File: config.mk
export PLATFORM = sky130hd
export DESIGN_NAME = alu_issue_ctrl
export DESIGN_NICKNAME = d
export VERILOG_FILES = /design/src/rtl/alu_issue_ctrl.sv
export SDC_FILE = /design/constraint.sdc
export NUM_CORES = 1
export LEC_CHECK = 0
export ABC_AREA = 1
export CORE_MARGIN = 5
export CORE_UTILIZATION = 25
export DETAILED_ROUTE_END_ITERATION = 8
export GPL_ROUTABILITY_DRIVEN = 0
export PLACE_DENSITY = 0.62
export SLEW_MARGIN = 30
export SYNTH_ARGS = -nofsm -noshare
export SYNTH_HDL_FRONTEND = slang
export SYNTH_SLANG_ARGS = --single-unit
File: constraint.sdc
create_clock -name clk -period 4.6 [get_ports clk]
set_input_delay 0.46 -clock clk [delete_from_list [all_inputs] [get_ports clk]]
set_output_delay 0.46 -clock clk [all_outputs]
set_load 0.02 [all_outputs]
File: src/rtl/alu_issue_ctrl.sv
// alu_issue_ctrl: round-robin arbiter that sequences one op at a time through the shared ALU.
module alu_issue_ctrl #(
   parameter int WIDTH   = 32,
   parameter int MUL_LAT = 3,
   parameter int FP_LAT  = 4
) (
   input  logic             clk,
   input  logic             rst,
   input  logic             req0_valid,
   output logic             req0_ready,
   input  logic [4:0]       req0_opcode,
   input  logic [WIDTH-1:0] req0_a,
   input  logic [WIDTH-1:0] req0_b,
   input  logic             req1_valid,
   output logic             req1_ready,
   input  logic [4:0]       req1_opcode,
   input  logic [WIDTH-1:0] req1_a,
   input  logic [WIDTH-1:0] req1_b,
   output logic             alu_enable,
   output logic [4:0]       alu_opcode,
   output logic [WIDTH-1:0] alu_a,
   output logic [WIDTH-1:0] alu_b,
   input  logic [WIDTH-1:0] alu_result,
   output logic             resp_valid,
   input  logic             resp_ready,
   output logic             resp_id,
   output logic [WIDTH-1:0] resp_data,
   output logic             resp_err,
   output logic             busy
);
   typedef enum logic [1:0] {IDLE, EXEC, RESP} state_t;
   state_t           state_q, state_d;
   logic             rr_q, rr_d, id_q, id_d, err_q, err_d;
   logic [3:0]       cnt_q, cnt_d, lat;
   logic [4:0]       op_q, op_d, gnt_op;
   logic [WIDTH-1:0] a_q, a_d, b_q, b_d, data_q, data_d;
   logic             gnt_any, gnt_id;
   assign gnt_any = req0_valid | req1_valid;
   assign gnt_id  = (req0_valid & req1_valid) ? rr_q : req1_valid;
   assign gnt_op  = gnt_id ? req1_opcode : req0_opcode;
   assign lat     = (gnt_op == 5'd4) ? 4'(MUL_LAT) :
                    (gnt_op inside {[5'd5:5'd7]}) ? 4'(FP_LAT) : 4'd1;
   assign req0_ready = (state_q == IDLE) & req0_valid & ~gnt_id;
   assign req1_ready = (state_q == IDLE) & req1_valid & gnt_id;
   assign alu_enable = state_q == EXEC;
   assign resp_valid = state_q == RESP;
   assign busy       = state_q != IDLE;
   assign alu_opcode = op_q;
   assign alu_a      = a_q;
   assign alu_b      = b_q;
   assign resp_id    = id_q;
   assign resp_data  = data_q;
   assign resp_err   = err_q;
   always_ff @(posedge clk or posedge rst) begin
      if (rst) begin
         state_q <= IDLE;
         rr_q    <= 1'b0;
         id_q    <= 1'b0;
         err_q   <= 1'b0;
         cnt_q   <= '0;
         op_q    <= '0;
         a_q     <= '0;
         b_q     <= '0;
         data_q  <= '0;
      end else begin
         state_q <= state_d;
         rr_q    <= rr_d;
         id_q    <= id_d;
         err_q   <= err_d;
         cnt_q   <= cnt_d;
         op_q    <= op_d;
         a_q     <= a_d;
         b_q     <= b_d;
         data_q  <= data_d;
      end
   end
   // ALU-facing registers only load on a legal accept so they hold through illegal ops.
   always_comb begin
      state_d = state_q;
      rr_d    = rr_q;
      id_d    = id_q;
      err_d   = err_q;
      cnt_d   = cnt_q;
      op_d    = op_q;
      a_d     = a_q;
      b_d     = b_q;
      data_d  = data_q;
      case (state_q)
         IDLE: if (gnt_any) begin
            id_d = gnt_id;
            rr_d = ~gnt_id;
            if (gnt_op[4]) begin
               err_d   = 1'b1;
               data_d  = '0;
               state_d = RESP;
            end else begin
               op_d    = gnt_op;
               a_d     = gnt_id ? req1_a : req0_a;
               b_d     = gnt_id ? req1_b : req0_b;
               cnt_d   = lat - 4'd1;
               state_d = EXEC;
            end
         end
         EXEC: if (cnt_q == 4'd0) begin
            data_d  = alu_result;
            err_d   = 1'b0;
            state_d = RESP;
         end else begin
            cnt_d = cnt_q - 4'd1;
         end
         RESP: state_d = resp_ready ? IDLE : RESP;
         default: state_d = IDLE;
      endcase
   end
endmodule

## Word-level counts from Yosys, hierarchy flattened

Index checks and enable logic that the tools add are counted.

| word-level totals | value |
|---|---|
| bits in registers | 109 |
| latch bits | 0 |
| memory bits (writable) | 0 |
| bits in read-only memories | 0 |
| output and inout port bits | 108 |
| memories kept | 0 |

| cells by class | value |
|---|---|
| add/subtract/negate cells | 2 |
| multipliers | 0 |
| div/mod/pow operators | 0 |
| $lt $le $gt $ge | 2 |
| equal/unequal tests | 8 |
| shift-type cells | 0 |
| multiplexer cells | 23 |
| bitwise logic cells | 8 |
| reductions and logical operators | 10 |

Operators with widths:

| operator | count |
|---|---|
| 32-bit 2-to-1 mux | 5 |
| 32-bit one-hot mux with 2 select lines | 1 |
| 4-bit 2-to-1 mux | 3 |
| 2-bit 2-to-1 mux | 4 |
| 2-bit != test (second input constant) | 4 |
| 4-bit one-hot mux with 2 select lines | 1 |
| 4-bit AND reduction | 2 |
| 3-bit 2-to-1 mux | 2 |
| 2-bit one-hot mux with 3 select lines | 1 |
| 1-bit AND | 5 |
| 5-bit by 3-bit equality test with 1-bit output (second input constant) | 1 |
| 5-bit by 3-bit >= comparator with 1-bit output (second input constant) | 1 |
| 5-bit by 3-bit <= comparator with 1-bit output (second input constant) | 1 |
| 5-bit 2-to-1 mux | 1 |
| 4-bit zero test | 1 |
| 1-bit 2-to-1 mux | 4 |
| 2-bit AND reduction | 2 |
| 2-bit nonzero test | 2 |
| 3-bit by 1-bit subtractor with 4-bit output (second input constant) | 1 |
| 4-bit by 1-bit subtractor with 4-bit output (second input constant) | 1 |
| 3-bit AND reduction | 1 |
| 2-bit by 1-bit equality test with 1-bit output (second input constant) | 1 |
| 2-bit equality test (second input constant) | 1 |
| 2-bit zero test | 1 |
| other kinds (5) | 6 |

## Depth between registers and ports, before layout

Gate-level depths: netlist (run 1).

| depth | value |
|---|---|
| depth in word-level cells | 11 |
| gate-level depth with buffers | 14 |
| depth with buffers taken out | 14 |

## Worst setup path after synthesis (run 1)

OpenSTA, ideal clock, no wires.

| timing path | value |
|---|---|
| kind | input to output |
| start | input port req1_valid |
| end | output port req1_ready |
| data arrival time | 1.292 ns |
| path slack | 2.848 ns |
| stages on the path | 5 |
| cells stage by stage | buf_4 > nand2_8 > buf_4 > buf_2 > nor2_1 |

| between the ends | value |
|---|---|
| cells in the longest elaborated chain, start to end | 3 |
| elaborated cells on any way between the ends | 4 |
| those cells by class | mux (1); bitwise (3) |

RTL lines:

| item | RTL line | RTL |
|---|---|---|
| start, declared | 14 | `input logic req1_valid,` |
| 1-bit AND | 39 | `assign gnt_id = (req0_valid & req1_valid) ? rr_q : req1_valid;` |
| 1-bit 2-to-1 mux | 39 |  |
| 1-bit AND * | 44 | `assign req1_ready = (state_q == IDLE) & req1_valid & gnt_id;` |
| end, declared | 15 | `output logic req1_ready,` |

Mark *: on every way between the ends. The rest lies on a longest branch, timed or not.

## Final worst setup path (run 1)

| timing path | value |
|---|---|
| start | input port req1_valid |
| end | output port req0_ready |

| between the ends | value |
|---|---|
| cells in the longest elaborated chain, start to end | 4 |

RTL lines:

| item | RTL line | RTL |
|---|---|---|
| 1-bit AND | 39 |  |
| 1-bit 2-to-1 mux * | 39 |  |
| 1-bit NOT * | 43 | `assign req0_ready = (state_q == IDLE) & req0_valid & ~gnt_id;` |
| 1-bit AND * | 43 |  |
| end, declared | 10 | `output logic req0_ready,` |

Marked as above.

==> summary.md, run 1 <==
| Metric | Value |
|---|---|
| 1st-iter DRT viols | `213` |
| Final hold vios | `0` |
| Crit. End Element | `output pin` |
| Final setup fails | `0` |
| Dpl hpwl | `12800 um` |
| Gr ovfl total | `0` |
| Syn nets | `772` |
| Pwr Density | `603 nW/um2` |
| Filler instances | `2041` |
| Final Cycle Share | `0.648` |
| Total CTS buffers | `9` |
| Worst setup SP type | `input pin` |
| Hold WC Path Type | `flip-flop to flip-flop` |
| Max-cap violations | `0` |
| Cell count after synthesis | `596` |
| Syn Area/Cell | `8.70 um2` |
| Worst Path Required | `4140 ps` |
| Pleak | `0.00380 uW` |
| Sequential share of power | `0.320` |
| Vias in the first global route | `5038` |
| CTS tree | `yes` |
| Post-synth cell types | `28` |
| Core ar. | `20300 um2` |
| Initial core utilization | `0.255` |
| Slew headroom | `0.496` |
| Simple-Gate Fraction of Synth Area | `0.282` |
| Clock sink total | `109` |
| Area grow syn2layout | `63.3%` |
| Drt drc | `0` |
| Fin crit period | `2980 ps` |
| Total negative slack | `0 ps` |
| Main combinational cell family by area after synthesis | `simple AND/OR/NAND/NOR gates` |
| FFs w/ async S/R, synth | `1.00` |
| DR vias | `4969` |
| Mux cell area share after synthesis | `0.00217` |
| Die H | `154 um` |
| Commonest cells post-synth | `142 x nand2_1, 139 x nor2_1, 109 x dfrtp_1` |
| Drt pass-1 iters | `4` |
| #FFs+latches synth | `109` |
| CP max FO | `8` |
| Synth area leaders | `dfrtp_1 53%, nand2_1 10%, nor2_1 10%, o31ai_1 6.4%, o31ai_2 4.8%` |
| Number of hold buffers added after cts | `0` |
| Dominant synthesized flop cell | `dfrtp_1` |
| IO buf count | `281` |
| Cell Area, Synth | `5180 um2` |
| First-pass GRT wire length | `27400 um` |
| Total Die Area | `23700 um2` |
| ANT cells | `0` |
| Post-synth EDFFs | `0` |
| Post-CTS setup buffers | `0` |
| Slew at the pin closest to its max-slew limit | `757 ps` |
| Clock Skew | `8.78 ps` |
| Xor and xnor fraction of the mapped netlist area | `0` |
| Seq/Total Area, Yosys | `0.526` |
| FP Rows | `52` |
| Adder-cell share of the synthesized area | `0.00241` |
| Wire per inst | `15.7 um` |
| Worst VDD drop | `0.283 mV` |
| Count leader, synth | `nand2_1` |
| Sw Ratio | `0.407` |
| Crit path DAT | `2520 ps` |
| Highest clock rate | `336 MHz` |
| Area leader, netlist | `dfrtp_1` |
| Routed Antenna Nets | `0` |
| RSZ-0062 raised after global routing | `no` |
| Pint | `3020 uW` |
| H-tree Lvls | `3` |
| Initial antenna violation count | `1` |
| Die width | `154 um` |
| Io pins | `283` |
| Post-cts resize count | `0` |
| Logic gate share of total power | `0.524` |
| Compound-Gate Fraction of Synth Area | `0.124` |
| Largest net degree at the start of global routing | `76` |
| Outcome | `finished, final reports clean` |
| CTS clk-pin slew, worst paths | `70 ps` |
| Final net count | `1032` |
| Global-route usage over all layers | `0.145` |
| Root Driver | `clkbuf_16` |
| Skew-Pair Late Insertion Delay | `350 ps` |
| Final Max Tran Viols | `0` |
| Critical path type | `input pin to output pin` |
| Avg Vias per Cell | `4.40` |
| Top-area cell type share of the netlist area | `0.526` |
| Share of cells above drive strength 1 | `0.0838` |
| DRT Wirelength | `17700 um` |
| Placed cell area | `8180 um2` |
| Sw Pwr | `2080 uW` |
| Clock power frac | `0.157` |
| Synth Warn # | `0` |
| CTS Buffer Depth | `2` |
| Design Area, Final | `8460 um2` |
path summary, 6_finish.rpt:
path | cells past startpoint | endpoint | slack, ps | startpoint
setup / recovery | 6 | req0_ready | 1620 | req1_valid
min in group asynchronous | 2 | alu_a[28] | 550 | rst
max in group asynchronous | 3 | resp_data[4] | 3160 | rst
hold reg to reg | 2 | resp_data[18] | 470 | resp_data[18]
hold / removal | 2 | resp_data[18] | 470 | resp_data[18]
setup reg to reg | 10 | resp_err | 2120 | state_q[1]
critical path: stages:
cell             delay, ps
clkdlybuf4s50_1        730
nor2_1                 200
nor2_1                 290
nand2_1                140
inv_1                   90
clkdlybuf4s50_1        620
per-stage QoR:
stage / hold WS, ps / instances / utilization / worst slack (ps) / power [uW]
floorplan: 472 / 596 / - / 1270 / 3100
global placement: 452 / 1115 / 0.403 / 1520 / 4340
detailed placement: 458 / 1115 / 0.403 / 1470 / 4360
CTS: 477 / 1129 / 0.417 / 1640 / 5190
global route: 489 / 1129 / 0.417 / 1520 / 5450
finish: 472 / 1129 / 0.417 / 1620 / 5110
cells in the final DEF, fill, tap and decap left out, drive strengths merged:
cell type | synthesis | final
a21oi | 2 | 2
nand3b | 3 | 3
nor2 | 140 | 140
clkdlybuf4s50 | 0 | 281
clkinv | 0 | 1
and3 | 1 | 1
dfrtp | 109 | 109
clkbuf | 12 | 10
o21ai | 7 | 7
o21bai | 1 | 1
ha | 1 | 1
o31ai | 64 | 64
nand2 | 165 | 165
inv | 20 | 20
mux2 | 1 | 1
conb | 1 | 1
clkinvlp | 0 | 2
buf | 28 | 8
a2bb2oi | 1 | 1
bufinv | 0 | 1
nand3 | 40 | 40
power groups by stage:
stage	combinational (uW)	clock, uW	sequential [uW]
floorplan	988	0	2110
global placement	2700	0	1640
detailed placement	2710	0	1640
CTS	2720	838	1640
global route	2890	863	1690
finish	2670	799	1630
layer usage:
metal  share of wire  vias to the layer above  wire (um)  GRT usage
li1                -                     2451          -          -
met1            0.42                     2267       7450      0.175
met2            0.45                      229       7990      0.235
met3            0.11                       20       1980     0.0624
met4           0.015                        2        270     0.0429
met5         0.00073                        -         13          0
state kept, by name, indices dropped and copies added, names as in the netlist:
signal / count
cnt_q: 4
alu_b: 32
resp_id: 1
state_q: 2
alu_a: 32
rr_q: 1
resp_data: 32
resp_err: 1
alu_opcode: 4
area by class of cell:
cell class / instances / area [um2] / area share
Clock buffer: 10 / 239 / 0.0282
Clock inverter: 4 / 50.0 / 0.00591
Inverter: 20 / 80.1 / 0.00946
Multi-Input combinational cell: 427 / 2130 / 0.252
Sequential cell: 109 / 2730 / 0.322
Tap cell: 270 / 338 / 0.0399
Timing Repair Buffer: 289 / 2900 / 0.342
kinds of logic (layout without fill, tap and decap cells):
family                     Yosys count  after routing
AOI/OAI and AO/OA                   75             75
adders and majority gates            1              1
buffers and inverters               60            323
DFF                                109            109
muxes                                1              1
other                                1              1
and+or+nand+nor                    349            349
Power figures use the tool's default switching activity.
==> run 2: changes to the inputs <==
PLACE_DENSITY = 0.64   (was 0.62)
clock period = 2.6 ns   (was 4.6 ns; I/O delays follow)
==> run 2 against run 1 <==
  * Critical path depth stayed put
  * Worst hold slack worse by 150 ps
  * Non-clock buffer count is 7 higher
==> summary.md, run 2 (synthesis results as in run 1) <==
| Metric | Value |
|---|---|
| Outcome | `finished, final reports clean` |
| Clock sink total | `109` |
| Pint | `5370 uW` |
| Root Driver | `clkbuf_16` |
| Max-cap violations | `0` |
| First-pass GRT wire length | `27000 um` |
| Routed Antenna Nets | `0` |
| Die H | `154 um` |
| Crit path from | `state_q[0]` |
| Clock Skew | `12.7 ps` |
| Clock power frac | `0.154` |
| Number of hold buffers added after cts | `0` |
| Final setup fails | `0` |
| Total Die Area | `23700 um2` |
| Dpl hpwl | `12900 um` |
| Die width | `154 um` |
| Final Cycle Share | `0.885` |
| CP max FO | `4` |
| Worst setup SP type | `flip-flop` |
| Io pins | `283` |
| Critical path type | `flip-flop to output pin` |
| DR vias | `4982` |
| Initial core utilization | `0.255` |
| Avg Vias per Cell | `4.37` |
| Most common cell after layout, fill and taps aside | `clkdlybuf4s50_1` |
| Most frequent cells in the layout | `281 x clkdlybuf4s50_1, 142 x nand2_1, 139 x nor2_1, 109 x dfrtp_1, 44 x o31ai_1` |
| Core ar. | `20300 um2` |
| Worst Path Required | `2340 ps` |
| CTS tree | `yes` |
| Share of cells above drive strength 1 | `0.0922` |
| Sw Pwr | `3680 uW` |
| RSZ-0062 raised after global routing | `no` |
| Area grow syn2layout | `65.2%` |
| Final Max Tran Viols | `0` |
| Cells after DPL | `1122` |
| Origin of the critical flop-to-flop path | `rr_q` |
| Total CTS buffers | `9` |
| CTS Buffer Depth | `2` |
| Crit. End Element | `output pin` |
| Post-cts resize count | `0` |
| Largest net degree at the start of global routing | `66` |
| Gr ovfl total | `0` |
| Final hold vios | `0` |
| Vias in the first global route | `4967` |
| Pleak | `0.00385 uW` |
| FF-to-FF setup slack | `830 ps` |
| Skew-Pair Late Insertion Delay | `350 ps` |
| Global-route usage over all layers | `0.141` |
| Crit path DAT | `2040 ps` |
| Initial antenna violation count | `2` |
| DRT Wirelength | `17400 um` |
| Drt drc | `0` |
| Wire per inst | `15.3 um` |
| Sw Ratio | `0.406` |
| Worst VDD drop | `0.437 mV` |
| FP Rows | `52` |
| Fin crit period | `2300 ps` |
| Drt pass-1 iters | `4` |
| Final net count | `1039` |
| Post-CTS setup buffers | `0` |
| Hold WC Path Type | `input pin to asynchronous set/reset pin` |
| Total negative slack | `0 ps` |
| IO buf count | `281` |
| Highest clock rate | `434 MHz` |
| Fin cells | `1139` |
| 1st-iter DRT viols | `133` |
| H-tree Lvls | `3` |
| Pwr Density | `1060 nW/um2` |
| Logic gate share of total power | `0.527` |
| CTS clk-pin slew, worst paths | `80 ps` |
| Sequential share of power | `0.319` |
## run 2: changes by cell type in the layout (fill, tap and decap cells not counted), sizes merged
cell and delta:
bufinv -1, clkinv -1, inv +1, buf +7, clkbuf +3, diode +1
## run 2: worst paths after layout
check	to	cells after the start
setup / recovery	req0_ready	6
hold / removal	alu_a[28]	3
setup reg to reg	resp_id	7
hold reg to reg	resp_data[27]	2
max in group asynchronous	resp_data[5]	3
min in group clk	resp_data[8]	3
## run 2: through the flow
| stage | util | setup WS (ps) | total power [uW] | area [um2] | hold WS [ps] |
|---|---|---|---|---|---|
| 2_1_floorplan | - | 1020 | 5490 | 5190 | 405 |
| 3_3_place_gp | 0.407 | 365 | 7720 | 8270 | 452 |
| 3_5_place_dp | 0.407 | 288 | 7750 | 8270 | 458 |
| 4_1_cts | 0.422 | 298 | 9190 | 8560 | 326 |
| 5_1_grt | 0.422 | 135 | 9670 | 8560 | 347 |
| 6_report | 0.422 | 298 | 9050 | 8560 | 324 |
## run 2: routing by layer
metal  routed length, um  global-route usage  share of wire  up-vias
li1                    -                   -              -     2477
met1                7370               0.174           0.42     2274
met2                7700               0.221           0.44      208
met3                2040              0.0666           0.12       19
met4                 234              0.0399          0.013        4
met5                  40                   0         0.0023        -
## run 2: area by class of cell
| cell class | count | area [um2] |
|---|---|---|
| Inverter | 20 | 81.3 |
| Fill cell | 2007 | 11700 |
| Clock inverter | 3 | 25.0 |
| Multi-Input combinational cell | 427 | 2130 |
| Timing Repair Buffer | 296 | 2990 |
| Antenna cell | 1 | 2.50 |
| Sequential cell | 109 | 2730 |
| Tap cell | 270 | 338 |
| Clock buffer | 13 | 270 |
## run 2: power groups by stage
stage	clock, uW	combinational [uW]	sequential, uW
floorplan	0	1750	3740
global placement	0	4820	2910
detailed placement	0	4840	2910
CTS	1440	4850	2900
global route	1520	5170	2980
finish	1390	4770	2890
## run 2: worst max-delay path, stage by stage (launching register included)
cell and delay, ps:
dfrtp_1 410, nor2_1 240, inv_1 130, nor2_1 130, nand2_1 90, inv_1 60
clkdlybuf4s50_1 640
